## config.mk

```make
export PLATFORM = sky130hd
export DESIGN_NAME = serial_aligner_flat
export DESIGN_NICKNAME = d
export VERILOG_FILES = /design/src/rtl/rx_phy_pkg.sv /design/src/rtl/serial_aligner_if.sv /design/src/rtl/serial_aligner.sv /design/src/flat_wrapper.sv
export SDC_FILE = /design/constraint.sdc
export NUM_CORES = 1
export LEC_CHECK = 0
export ABC_CLOCK_PERIOD_IN_PS = 4400
export CORE_MARGIN = 2
export CORE_UTILIZATION = 50
export CTS_BUF_LIST = sky130_fd_sc_hd__clkbuf_8
export DETAILED_ROUTE_END_ITERATION = 8
export PLACE_DENSITY = 0.75
export SLEW_MARGIN = 10
export SYNTH_ARGS = -nofsm -noshare
export SYNTH_HDL_FRONTEND = slang
export SYNTH_SLANG_ARGS = --single-unit
```

## constraint.sdc

```tcl
create_clock -name clk_32f -period 4.4 [get_ports clk_32f]
set_input_delay 0.88 -clock clk_32f [delete_from_list [all_inputs] [get_ports clk_32f]]
set_output_delay 0.88 -clock clk_32f [all_outputs]
set_load 0.02 [all_outputs]
```

## src/rtl/rx_phy_pkg.sv

```systemverilog
// rx_phy_pkg: shared comma character, lock default and aligner state encoding
package rx_phy_pkg;
  localparam logic [7:0] COMMA_CHAR = 8'hBC;
  localparam int LOCK_COUNT_DEF = 4;
  typedef enum logic [1:0] {SEARCH, COUNT, ACTIVE} state_t;
endpackage

```

## src/rtl/serial_aligner_if.sv

```systemverilog
// serial_aligner_if: lane bundle (data_input in; data_output, byte_strobe, valid_out, active_output, BC_contador out)
interface serial_aligner_if;
  logic data_input;
  logic [7:0] data_output;
  logic byte_strobe;
  logic valid_out;
  logic active_output;
  logic [2:0] BC_contador;
  modport master (output data_input, input data_output, byte_strobe, valid_out, active_output, BC_contador);
  modport slave (input data_input, output data_output, byte_strobe, valid_out, active_output, BC_contador);
endinterface

```

## src/rtl/serial_aligner.sv

```systemverilog
// serial_aligner: comma-hunting byte aligner; clk_32f/reset_L plain ports, lane bits and aligned byte outputs on lane
module serial_aligner
  import rx_phy_pkg::*;
#(
  parameter logic [7:0] COMMA = COMMA_CHAR,
  parameter int LOCK_COUNT = LOCK_COUNT_DEF
) (
  input logic clk_32f,
  input logic reset_L,
  serial_aligner_if.slave lane
);
  localparam logic [2:0] LOCK = 3'(LOCK_COUNT);
  state_t state, state_d;
  logic [6:0] sr;
  logic [7:0] cand, dout, dout_d;
  logic [2:0] cnt, cnt_d, bc, bc_d;
  logic strobe, strobe_d, valid, valid_d, boundary, is_comma;
  assign cand = {sr, lane.data_input};
  assign boundary = cnt == 3'd7;
  assign is_comma = cand == COMMA;
  always_comb begin
    state_d = state;
    cnt_d = cnt + 3'd1;
    bc_d = bc;
    dout_d = dout;
    strobe_d = 1'b0;
    valid_d = 1'b0;
    case (state)
      SEARCH: if (is_comma) begin
        cnt_d = '0;
        bc_d = 3'd1;
        state_d = (LOCK == 3'd1) ? ACTIVE : COUNT;
      end
      COUNT: if (boundary) begin
        bc_d = is_comma ? bc + 3'd1 : '0;
        state_d = !is_comma ? SEARCH : (bc + 3'd1 == LOCK) ? ACTIVE : COUNT;
      end
      ACTIVE: if (boundary) begin
        dout_d = cand;
        strobe_d = 1'b1;
        valid_d = !is_comma;
      end
      default: state_d = SEARCH;
    endcase
  end
  always_ff @(posedge clk_32f or negedge reset_L) begin
    if (!reset_L) begin
      state <= SEARCH;
      sr <= '0;
      cnt <= '0;
      bc <= '0;
      dout <= '0;
      strobe <= 1'b0;
      valid <= 1'b0;
    end else begin
      state <= state_d;
      sr <= cand[6:0];
      cnt <= cnt_d;
      bc <= bc_d;
      dout <= dout_d;
      strobe <= strobe_d;
      valid <= valid_d;
    end
  end
  assign lane.data_output = dout;
  assign lane.byte_strobe = strobe;
  assign lane.valid_out = valid;
  assign lane.active_output = state == ACTIVE;
  assign lane.BC_contador = bc;
endmodule
```

## src/flat_wrapper.sv

```systemverilog
// flat-port wrapper written by rule: the top's interface ports become plain ports
module serial_aligner_flat import rx_phy_pkg::*;
#(
  parameter logic [7:0] COMMA = COMMA_CHAR,
  parameter int LOCK_COUNT = LOCK_COUNT_DEF
)
  (clk_32f, reset_L, lane_data_input, lane_data_output, lane_byte_strobe, lane_valid_out, lane_active_output, lane_BC_contador);
  serial_aligner_if lane_i ();
  input logic clk_32f;
  input logic reset_L;
  input wire logic [$bits(lane_i.data_input)-1:0] lane_data_input;
  output wire logic [$bits(lane_i.data_output)-1:0] lane_data_output;
  output wire logic [$bits(lane_i.byte_strobe)-1:0] lane_byte_strobe;
  output wire logic [$bits(lane_i.valid_out)-1:0] lane_valid_out;
  output wire logic [$bits(lane_i.active_output)-1:0] lane_active_output;
  output wire logic [$bits(lane_i.BC_contador)-1:0] lane_BC_contador;
  assign lane_i.data_input = lane_data_input;
  assign lane_data_output = lane_i.data_output;
  assign lane_byte_strobe = lane_i.byte_strobe;
  assign lane_valid_out = lane_i.valid_out;
  assign lane_active_output = lane_i.active_output;
  assign lane_BC_contador = lane_i.BC_contador;
  serial_aligner #(.COMMA(COMMA), .LOCK_COUNT(LOCK_COUNT)) u_core (.clk_32f(clk_32f), .reset_L(reset_L), .lane(lane_i));
endmodule
```

# Word level (Yosys, flattened, before mapping)
# Cells that the tools add are included.
[totals] register_bits=25 elab_cells=38 input_bits=3 output_inout_bits=14
[classes] mux=15 n_eq_ne=7 n_addsub=2 bitwise=1 reduce_logical=6
[op_table] cell="3-bit two-way mux" count=5
[op_table] cell="8-bit equality test (second input constant)" count=1
[op_table] cell="2-bit two-way mux" count=4
[op_table] cell="3-bit by 1-bit adder with 3-bit output (second input constant)" count=2
[op_table] cell="3-bit equality test (second input constant)" count=2
[op_table] cell="2-bit case mux with 3 select lines" count=1
[op_table] cell="3-bit case mux with 2 select lines" count=1
[op_table] cell="3-bit AND reduction" count=2
[op_table] cell="1-bit two-way mux" count=4
[op_table] cell="2-bit by 1-bit != test with 1-bit output (second input constant)" count=2
[op_table] cell="2-bit by 1-bit equality test with 1-bit output (second input constant)" count=1
[op_table] cell="2-bit equality test (second input constant)" count=1
[op_table] cell="2-bit zero test" count=1
[op_table] cell="2-bit AND reduction" count=1
[op_table] cell="2-bit nonzero test" count=1
[op_table] cell="1-bit zero test" count=1
[op_table] cell="1-bit inverter" count=1

# Longest topological paths before layout
[depth] ltp_word=6 ltp_mapped=5 mapped_depth_nobuf=5

# Least setup slack after synthesis
# OpenSTA, ideal clock, no wires.
[synth_path] path_type="input-to-reg" start="input lane_data_input" end="register u_core.bc[1], in the netlist u_core.lane.BC_contador[1]" arrival_time_ns=1.681 n_path_buf=0 required_time_ns=4.313 path_stages=3 path_slack_ns=2.632 setup_ns=0.087 path_cell_list="nand4bb_4 or4_1 o211ai_1"
[synth_between] elab_chain_cells=4 word_cells_on_any_way=6 classes_between="eq/ne: 2; mux: 3; reduce/logical: 1"
[synth_lines] item="from (decl)" line="flat_wrapper.sv:11" source="input wire logic [$bits(lane_i.data_input)-1:0] lane_data_input;"
[synth_lines] item="8-bit equality test (*)" line="serial_aligner.sv:20" source="assign is_comma = cand == COMMA;"
[synth_lines] item="3-bit two-way mux" line="serial_aligner.sv:35" source="bc_d = is_comma ? bc + 3'd1 : '0;"
[synth_lines] item="3-bit two-way mux" line="serial_aligner.sv:34" source="COUNT: if (boundary) begin"
[synth_lines] item="3-bit case mux with 2 select lines" line="serial_aligner.sv:28" source="case (state)"
[synth_lines] item="to (signal assigned)" line="serial_aligner.sv:51" source="bc <= '0;"
[synth_lines] item="to (signal assigned)" line="serial_aligner.sv:59" source="bc <= bc_d;"
[synth_lines] item="to (decl)" line="serial_aligner.sv:16" source="logic [2:0] cnt, cnt_d, bc, bc_d;"
# Mark *: on every way between the ends. The rest lies on a longest branch, timed or not. The select of a mux whose other input is x is not followed.
# A chain may end at the register's enable or synchronous reset.

# Final worst setup path
[layout_path] start="register u_core.state[0]" end="output lane_active_output"
[layout_between] elab_chain_cells=1
[layout_lines] item="from (decl)" line="serial_aligner.sv:13" source="state_t state, state_d;"
[layout_lines] item="from (signal assigned)" line="serial_aligner.sv:56" source="state <= state_d;"
[layout_lines] item="2-bit equality test" line="serial_aligner.sv:68" source="assign lane.active_output = state == ACTIVE;"
[layout_lines] item="to (decl)" line="flat_wrapper.sv:15" source="output wire logic [$bits(lane_i.active_output)-1:0] lane_active_output;"
# Every way passes these cells.

==> out/results.ini <==
[timing]
period_minus_slack_ns = 2.51
hold_viol_final = 0
clock.fmax_mhz = 398
relSlewSlack_pct = 63.5
period_share_pct = 57.1
finalMaxSlewViolations = 0
tightest_slew_ns = 0.548
rsz0062_at_grt = false
whs_ns = 0.437
finClkSkew_ns = 0.00165
timing.setup.tns_ns = 0
setup_viol = 0

[final_layout]
drive_gt1_share_pct = 19.4
final_cell_mix = 25 x dfrtp_1, 15 x clkdlybuf4s50_1, 8 x mux2_2, 4 x ha_1
n_fill_cell = 145
regArea_um2 = 626
multi_input_area_um2 = 413
finalNetCount = 101
diodes = 0
final_util_pct = 64.6
layout_commonest_cell = dfrtp_1
area_growth_pct = 20.6

[floorplanning]
dieArea_um2 = 2510
initial_core_util_pct = 53.6
core_area_um2 = 1980
io_pins = 17
num_rows = 16
fp.dieH_um = 50.1
die_width_um = 50.1

[pwr]
leakage_nw = 0.585
switching_share_pct = 23.8
p_int_uw = 330
ir_worst_vdd_uv = 263
finalPower_uw = 434
power_frac_clock_pct = 30.8
p_switching_uw = 103
p_seq_share_pct = 60.0
pwr-share-comb_pct = 9.2
powerDensity_nw_per_um2 = 338

[worst_setup_path]
cp-end-kind = output port
r2r_end = u_core.lane.BC_contador[1]
critPathSlowestCell = clkdlybuf4s50_1
ff2ff_setup_slack_ns = 2.79
cp_cell_sequence = and2b_1 > clkdlybuf4s50_1
slowest_delay_ns = 0.61
crit_start = u_core.state[0]
setup.worst_path.start_class = flop
setup.worst_path.class = reg2out
reg2regPathDepth = 5
worst_ep_arrival_time_ns = 1.63
critPathMaxFanout = 11
endpoint = lane_active_output
r2r_start = u_core.cnt[0]
critPathRequiredTime_ns = 3.52

[job]
max_cap_violations = 0

[grt]
gr-total-overflow = 0
grt_max_degree = 26
first_global_vias = 670
antenna_found_initial = 0
grtUsageTotal_pct = 17.0
grt_pass1_wl_um = 3170

[routing]
drtIter0Drc = 5
firstDrtPassIters = 4
met1_length_um = 841
drt_wl_total_um = 1800
viasPerCell = 5.57
wl_met2_um = 886
drc_errors = 0
wl_per_cell_um = 15.0
vias = 668
met3_length_um = 56
ant_nets = 0
top_layer_used = met4

[yosys]
synth-seq-cells = 25
synth_area_um2 = 1060
yosysWarnings = 0
syn-instance-count = 75
synthDistinctLibCells = 28
ys_seq_area_share_pct = 58.9
synth_fp_nets = 82
syn_avg_cell_area_um2 = 14.2

[clock_tree]
cts.clk_slew.worst_paths_ns = 0.09
cts_tree = built
holdBufCountCts = 0
cts.repair.resized = 0
numCtsBuffers = 3
insertion_delay_ns = 0.26
clock_path_buffers = 2
cts_num_sinks = 25
postCtsSetupBuffers = 0
h-tree-depth = 1
root_buffer = clkbuf_8

[placed_design]
dp_hpwl_um = 1290
port_buffers = 16
gp_congestion = 0.831

[outcome]
status = completed

[hold_path]
hold_path.class = reg2reg

==> cell type report <==
class / instances / share of cell area [%]
clock buffer: 3 / 3.22
clock inverter: 1 / 0.391
inverter: 2 / 0.586
multi-input combinational: 46 / 32.2
sequential: 25 / 48.8
tap: 27 / 2.64
timing repair buffer: 16 / 12.1
==> worst min path at each step <==
stage | from | cells past startpoint | slack (ns) | end
6_report | u_core.cnt[0] | 1 | 0.44 | u_core.cnt[0]
5_1_grt | u_core.cnt[0] | 1 | 0.47 | u_core.cnt[0]
4_1_cts | u_core.cnt[0] | 1 | 0.44 | u_core.cnt[0]
3_5_place_dp | u_core.cnt[0] | 1 | 0.42 | u_core.cnt[0]
3_3_place_gp | u_core.sr[0] | 0 | 0.42 | u_core.sr[1]
2_1_floorplan | u_core.sr[0] | 0 | 0.38 | u_core.sr[1]
==> cells by family after synthesis <==
group / synth area share [%]
compound gates: 8.01
flops: 58.9
fa+ha+maj: 4.71
mux: 9.42
xor+xnor: 0.825
buf+inv: 2.24
simple gates: 15.9
==> sequential cells by signal, indices dropped and copies added, names as in the netlist <==
| name | cells |
|---|---|
| u_core.lane.valid_out | 1 |
| u_core.lane.BC_contador | 3 |
| u_core.state | 2 |
| u_core.lane.data_output | 8 |
| u_core.sr | 7 |
| u_core.lane.byte_strobe | 1 |
| u_core.cnt | 3 |
==> Yosys cell counts <==
library cell  count  share of area (%)
dfrtp_1          25                 59
mux2_2            8                8.5
ha_1              4                4.7
nand2b_1          3                1.8
nor2_1            3                1.1
a21boi_0          2                1.4
a21oi_1           2               0.94
a2bb2oi_1         2                1.6
and4bb_2          2                2.4
inv_1             2               0.71
nand2_1           2               0.71
nor2b_1           2                1.2
o211ai_1          2                1.4
o21ai_0           2               0.94
and2b_1           1               0.71
and4b_1           1               0.94
buf_2             1               0.47
buf_6             1                1.1
mux2i_1           1               0.94
nand2_2           1               0.59
nand4b_4          1                2.2
nand4bb_4         1                2.6
nor3_1            1               0.47
nor4_1            1               0.59
o2111ai_1         1               0.82
o311ai_0          1               0.82
or4_1             1               0.71
xnor2_1           1               0.82
==> power groups by stage <==
| stage | clock network (mW) | registers, mW | logic (mW) |
|---|---|---|---|
| after floorplan | 0 | 0.263 | 0.0242 |
| after global placement | 0 | 0.264 | 0.0395 |
| after detailed placement | 0 | 0.265 | 0.0416 |
| after CTS | 0.136 | 0.260 | 0.0417 |
| after global routing | 0.145 | 0.264 | 0.0450 |
| final | 0.134 | 0.260 | 0.0398 |
==> critical path: cells and delay by family, from the launching register on <==
family                 cells  cell delay (ns)
flip-flops                 1             0.49
buffers and inverters      1             0.61
AND/OR/NAND/NOR            1             0.27
==> routing by layer <==
| metal | track usage [%] | vias up |
|---|---|---|
| li1 | - | 309 |
| met1 | 23.5 | 340 |
| met2 | 27.0 | 15 |
| met3 | 3.03 | 4 |
| met4 | 5.56 | 0 |
| met5 | 0 | - |
==> through the flow <==
stage	std cells	worst slack (ns)	cell area, um^2
after floorplan	75	2.63	1060
after detailed placement	116	2.05	1240
after global placement	116	2.14	1240
after CTS	120	1.88	1290
after global routing	120	1.82	1280
final	120	1.89	1280
Note: power is estimated with default switching activity, not from simulation.
==> edit 1, RTL diff (config.mk and constraints unchanged) <==
Reset style: synchronous (`reset_L`), changed in one clocked block.
--- a/src/rtl/serial_aligner.sv
+++ b/src/rtl/serial_aligner.sv
@@ -43,7 +43,7 @@
       default: state_d = SEARCH;
     endcase
   end
-  always_ff @(posedge clk_32f or negedge reset_L) begin
+  always_ff @(posedge clk_32f) begin
     if (!reset_L) begin
       state <= SEARCH;
       sr <= '0;
Behaviour: differs if reset_L is asserted again (counterexample within 10 cycles, from zero or initial values and one cycle with reset_L low); with reset_L held inactive, the same outputs for 10 cycles.
==> edit 1 against the original RTL <==
Synthesized area decreased by 9.3%. Worst setup slack lost 0.13 ns. Synthesized cell count rose by 19%. Cell area is 7.3% lower. Sequential cell count is the same. Hold slack gained 0.030 ns. Count of clock-buffer cells in the layout is the same. First-iteration DRC count rose by 120%. Final cell count grew 9.2%. Wire length shrank 6.2%.
Power is not compared: it rests on default switching activity, and its combinational part moved more than twofold at a synthesized area within 25%.
==> edit 1: results (changes against the original RTL) <==
<table>
<tr><th>Metric</th><th>Value</th></tr>
<tr><th colspan="2">Setup path</th></tr>
<tr><td>Reg-to-reg critical path startpoint</td><td>u_core.cnt[0]$_SDFF_PN0_ (was u_core.cnt[0]$_DFF_PN0_)</td></tr>
<tr><td>Crit-path max FO</td><td>7 (was 11)</td></tr>
<tr><td>Worst setup path start</td><td>u_core.state[1]$_SDFFE_PN0P_ (was u_core.state[0]$_DFFE_PN0P_)</td></tr>
<tr><th colspan="2">Synth</th></tr>
<tr><td>Main area contributors after synthesis</td><td>dfxtp_1 52%, mux2i_1 6.2%, ha_1 5.2%, nor2b_1 4.5%, and2_1 3.9% (was dfrtp_1 59%, mux2_2 8.5%, ha_1 4.7%, nand4bb_4 2.6%, and4bb_2 2.4%)</td></tr>
<tr><td>Number of nets produced by synthesis</td><td>96 (was 82)</td></tr>
<tr><td>Most numerous cell types in the synthesized netlist</td><td>25 x dfxtp_1, 7 x nor2b_1, 6 x and2_1, 6 x mux2i_1, 5 x nand2_1 (was 25 x dfrtp_1, 8 x mux2_2, 4 x ha_1)</td></tr>
<tr><td>Number of different library cells in the post-synthesis netlist</td><td>31 (was 28)</td></tr>
<tr><td>Commonest register cell after synthesis</td><td>dfxtp_1 (was dfrtp_1)</td></tr>
<tr><td>Async set-or-reset flop fraction in the synthesized netlist</td><td>0 (was 1.00)</td></tr>
<tr><td>Instance count of the mapped netlist</td><td>89 (was 75)</td></tr>
<tr><td>Post-synthesis sequential area ratio</td><td>0.519 (was 0.589)</td></tr>
<tr><th colspan="2">Placement</th></tr>
<tr><td>Post-DP HPWL</td><td>1.17 mm (was 1.29 mm)</td></tr>
<tr><td>Gpl congestion</td><td>0.809 (was 0.831)</td></tr>
<tr><td>Cells after DPL</td><td>127 (was 116)</td></tr>
<tr><th colspan="2">Global routing</th></tr>
<tr><td>Maximum number of pins on one net before global-route repair</td><td>25 (was 26)</td></tr>
<tr><td>Number of global-route vias before repair</td><td>589 (was 670)</td></tr>
<tr><td>GRT Overall Usage</td><td>0.172 (was 0.170)</td></tr>
<tr><th colspan="2">STA</th></tr>
<tr><td>Maximum clock skew at final layout</td><td>0.00349 ns (was 0.00165 ns)</td></tr>
<tr><td>Max-slew headroom at the worst pin</td><td>0.575 (was 0.635)</td></tr>
<tr><th colspan="2">Route</th></tr>
<tr><td>DRC marker count from the first detailed-route iteration</td><td>11 (was 5)</td></tr>
<tr><td>Routed vias/inst</td><td>5.25 (was 5.57)</td></tr>
<tr><td>Detailed-router iteration count before antenna repair</td><td>5 (was 4)</td></tr>
<tr><td>Total vias in the final route</td><td>688 (was 668)</td></tr>
<tr><td>Average routed wire per standard cell</td><td>12.9 um (was 15.0 um)</td></tr>
<tr><th colspan="2">Status</th></tr>
<tr><td>Result of the run</td><td>finished clean (unchanged)</td></tr>
<tr><th colspan="2">Layout</th></tr>
<tr><td>Final net count</td><td>114 (was 101)</td></tr>
<tr><th colspan="2">Min path</th></tr>
<tr><td>Hold path startpoint</td><td>u_core.cnt[0]$_SDFF_PN0_ (was u_core.cnt[0]$_DFF_PN0_)</td></tr>
</table>
==> edit 1: cell types whose count changed in the layout (fill, tap and decap cells not counted), sizes merged, moves of 2 or more <==
cell     change
o211ai       -2
mux2         -8
nor2b        +5
o21ai        -2
nand2b       -3
dfrtp       -25
mux2i        +5
nand2        +3
and2         +8
nand4        +2
nand3        +2
and3         +4
dfxtp       +25
a2bb2oi      -2
==> edit 1: cell families (layout without fill, tap and decap cells) <==
logic type	count (synthesis)	after routing	share of synthesized area
simple gates	39	39	0.260
buf+inv	4	21	0.0169
flops	25	25	0.519
xor+xnor	1	1	0.00909
compound gates	10	10	0.0805
fa+ha+maj	4	4	0.0520
mux	6	6	0.0623
==> edit 1: report_power, final <==
group	total [mW]	internal (mW)	switching (mW)	leakage [nW]
logic	0.0101	0.00560	0.00452	0.301
clock network	0.127	0.0622	0.0651	0.0269
registers	0.232	0.230	0.00224	0.203
==> edit 1: final timing paths <==
check                                            end  slack (ns)  depth (start not counted)
min                         u_core.cnt[0]$_SDFF_PN0_        0.47                          1
min reg2reg                 u_core.cnt[0]$_SDFF_PN0_        0.47                          1
max                               lane_active_output        1.75                          2
max reg2reg  u_core.lane.BC_contador[2]$_SDFFE_PN0P_        2.66                          6
==> edit 1: cell type report <==
| class | instances | area (um^2) |
|---|---|---|
| clock inverters | 1 | 3.75 |
| multi-input cells | 60 | 447 |
| clock buffers | 3 | 41.3 |
| well taps | 25 | 31.3 |
| fillers | 156 | 577 |
| flip-flops and latches | 25 | 500 |
| inverters | 1 | 3.75 |
| repair buffers | 16 | 160 |
==> edit 1: metrics by stage <==
step	area [um^2]	hold slack [ns]	setup slack, ns
detailed placement	1140	0.461	1.95
global placement	1140	0.458	1.99
global route	1190	0.496	1.67
CTS	1190	0.474	1.77
floorplan	963	0.399	2.49
finish	1190	0.468	1.75
==> edit 1: routing by layer <==
layer / share of wire / track usage / up-vias
met2: 0.45 / 0.235 / 20
met4: 0.015 / 0.0811 / 0
met3: 0.034 / 0.0340 / 4
li1: - / - / 343
met1: 0.50 / 0.258 / 321
met5: 0 / 0 / -
==> edit 1: worst max-delay path: stages, from the launching register on <==
cell and delay (ns):
dfxtp_1 0.44, nor2b_1 0.38, clkdlybuf4s50_1 0.68
==> edit 2, RTL diff (config.mk and constraints unchanged) <==
Made on the original files. `dout` no longer has a reset.
--- a/src/rtl/serial_aligner.sv
+++ b/src/rtl/serial_aligner.sv
@@ -49,7 +49,6 @@
       sr <= '0;
       cnt <= '0;
       bc <= '0;
-      dout <= '0;
       strobe <= 1'b0;
       valid <= 1'b0;
     end else begin
@@ -57,10 +56,13 @@
       sr <= cand[6:0];
       cnt <= cnt_d;
       bc <= bc_d;
-      dout <= dout_d;
       strobe <= strobe_d;
       valid <= valid_d;
     end
+  end
+
+  always_ff @(posedge clk_32f) begin
+    dout <= dout_d;
   end
   assign lane.data_output = dout;
   assign lane.byte_strobe = strobe;
Check against the original RTL: same outputs for any inputs over 10 cycles, from zero or initial values and one cycle with reset_L low; that may be too few to reach the edited logic, so the function may still have changed.
==> edit 2 against the original RTL <==
Wire length is 15% lower. Synthesized cell count is 13% lower. Cell area is 6.0% lower. Via count is 15% lower. Sequential power is 2% higher. Synthesized area is 7.7% lower. Critical endpoint unchanged. Power is 0.24% higher. Non-clock buffer count stayed put. Largest power group unchanged. Largest cell class unchanged. Global-route usage is 1.7 points lower. Sequential cell count stayed put. Worst setup slack better by 0.017 ns.
==> edit 2: results (changes against the original RTL) <==
<table>
<tr><th>Metric</th><th>Value</th></tr>
<tr><th colspan="2">Min path</th></tr>
<tr><td>Hold path startpoint</td><td>u_core.sr[1]$_DFF_PN0_ (was u_core.cnt[0]$_DFF_PN0_)</td></tr>
<tr><td>Hold path depth</td><td>0 (was 1)</td></tr>
<tr><th colspan="2">Synth</th></tr>
<tr><td>Post-synth EDFFs</td><td>8 (was 0)</td></tr>
<tr><td>Synth Area in XOR/XNOR</td><td>0.00893 (was 0.00824)</td></tr>
<tr><td>Most numerous cell types in the synthesized netlist</td><td>17 x dfrtp_1, 8 x edfxtp_1, 4 x ha_1 (was 25 x dfrtp_1, 8 x mux2_2, 4 x ha_1)</td></tr>
<tr><td>Synth Area in Adders</td><td>0.0510 (was 0.0471)</td></tr>
<tr><td>Number of nets produced by synthesis</td><td>72 (was 82)</td></tr>
<tr><th colspan="2">Layout</th></tr>
<tr><td>Filler cell count in the final layout</td><td>140 (was 145)</td></tr>
<tr><td>Share of final layout cell area taken by non-clock buffers</td><td>0.133 (was 0.121)</td></tr>
<tr><td>Final net count</td><td>91 (was 101)</td></tr>
<tr><td>Proportion of cell area occupied by multi-input gates</td><td>0.240 (was 0.322)</td></tr>
<tr><td>Sequential portion of the cell area</td><td>0.552 (was 0.488)</td></tr>
<tr><td>Share of final-layout standard cells stronger than drive strength 1</td><td>0.0964 (was 0.194)</td></tr>
<tr><th colspan="2">STA</th></tr>
<tr><td>Max-slew headroom at the worst pin</td><td>0.492 (was 0.635)</td></tr>
<tr><td>Maximum clock skew at final layout</td><td>0.00159 ns (was 0.00165 ns)</td></tr>
<tr><th colspan="2">Setup path</th></tr>
<tr><td>Reg2reg path depth</td><td>3 (was 5)</td></tr>
<tr><td>Setup slack on the worst flop-to-flop path</td><td>2.83 ns (was 2.79 ns)</td></tr>
<tr><td>RR Endpoint</td><td>u_core.lane.data_output[3]$_DFFE_PP_ (was u_core.lane.BC_contador[1]$_DFFE_PN0P_)</td></tr>
<tr><td>Crit-path max FO</td><td>10 (was 11)</td></tr>
<tr><th colspan="2">Placement</th></tr>
<tr><td>Post-DP HPWL</td><td>1.06 mm (was 1.29 mm)</td></tr>
<tr><th colspan="2">Power and ir drop</th></tr>
<tr><td>Leakage</td><td>0.493 nW (was 0.585 nW)</td></tr>
<tr><th colspan="2">Global routing</th></tr>
<tr><td>Maximum number of pins on one net before global-route repair</td><td>18 (was 26)</td></tr>
<tr><td>First-pass GRT wire length</td><td>2.36 mm (was 3.17 mm)</td></tr>
<tr><td>GRT Overall Usage</td><td>0.153 (was 0.170)</td></tr>
<tr><th colspan="2">Route</th></tr>
<tr><td>DRC marker count from the first detailed-route iteration</td><td>1 (was 5)</td></tr>
<tr><td>Detailed Route WL</td><td>1.52 mm (was 1.80 mm)</td></tr>
<tr><td>Routed vias/inst</td><td>5.15 (was 5.57)</td></tr>
<tr><th colspan="2">Status</th></tr>
<tr><td>Result of the run</td><td>finished clean (unchanged)</td></tr>
</table>
==> edit 2: routing by layer <==
metal,global-route usage,part of all wire,vias up
met4,0.0324,0,0
met3,0.0556,0.039,0
met1,0.203,0.45,283
met5,0,0,-
li1,-,-,271
met2,0.242,0.51,12
==> edit 2: metrics by stage <==
step | setup slack (ns) | area (um^2) | power [mW] | hold WS, ns | cells
after CTS | 1.90 | 1200 | 0.439 | 0.404 | 110
final | 1.90 | 1200 | 0.435 | 0.404 | 110
after floorplan | 2.72 | 981 | 0.293 | 0.362 | 65
after global placement | 2.22 | 1160 | 0.305 | 0.374 | 106
after detailed placement | 2.19 | 1160 | 0.307 | 0.384 | 106
after global routing | 1.84 | 1200 | 0.456 | 0.429 | 110
==> edit 2: report_power, final <==
| part | internal [mW] | switching [mW] |
|---|---|---|
| clock | 0.0640 | 0.0696 |
| combinational | 0.0182 | 0.0165 |
| sequential | 0.256 | 0.0104 |
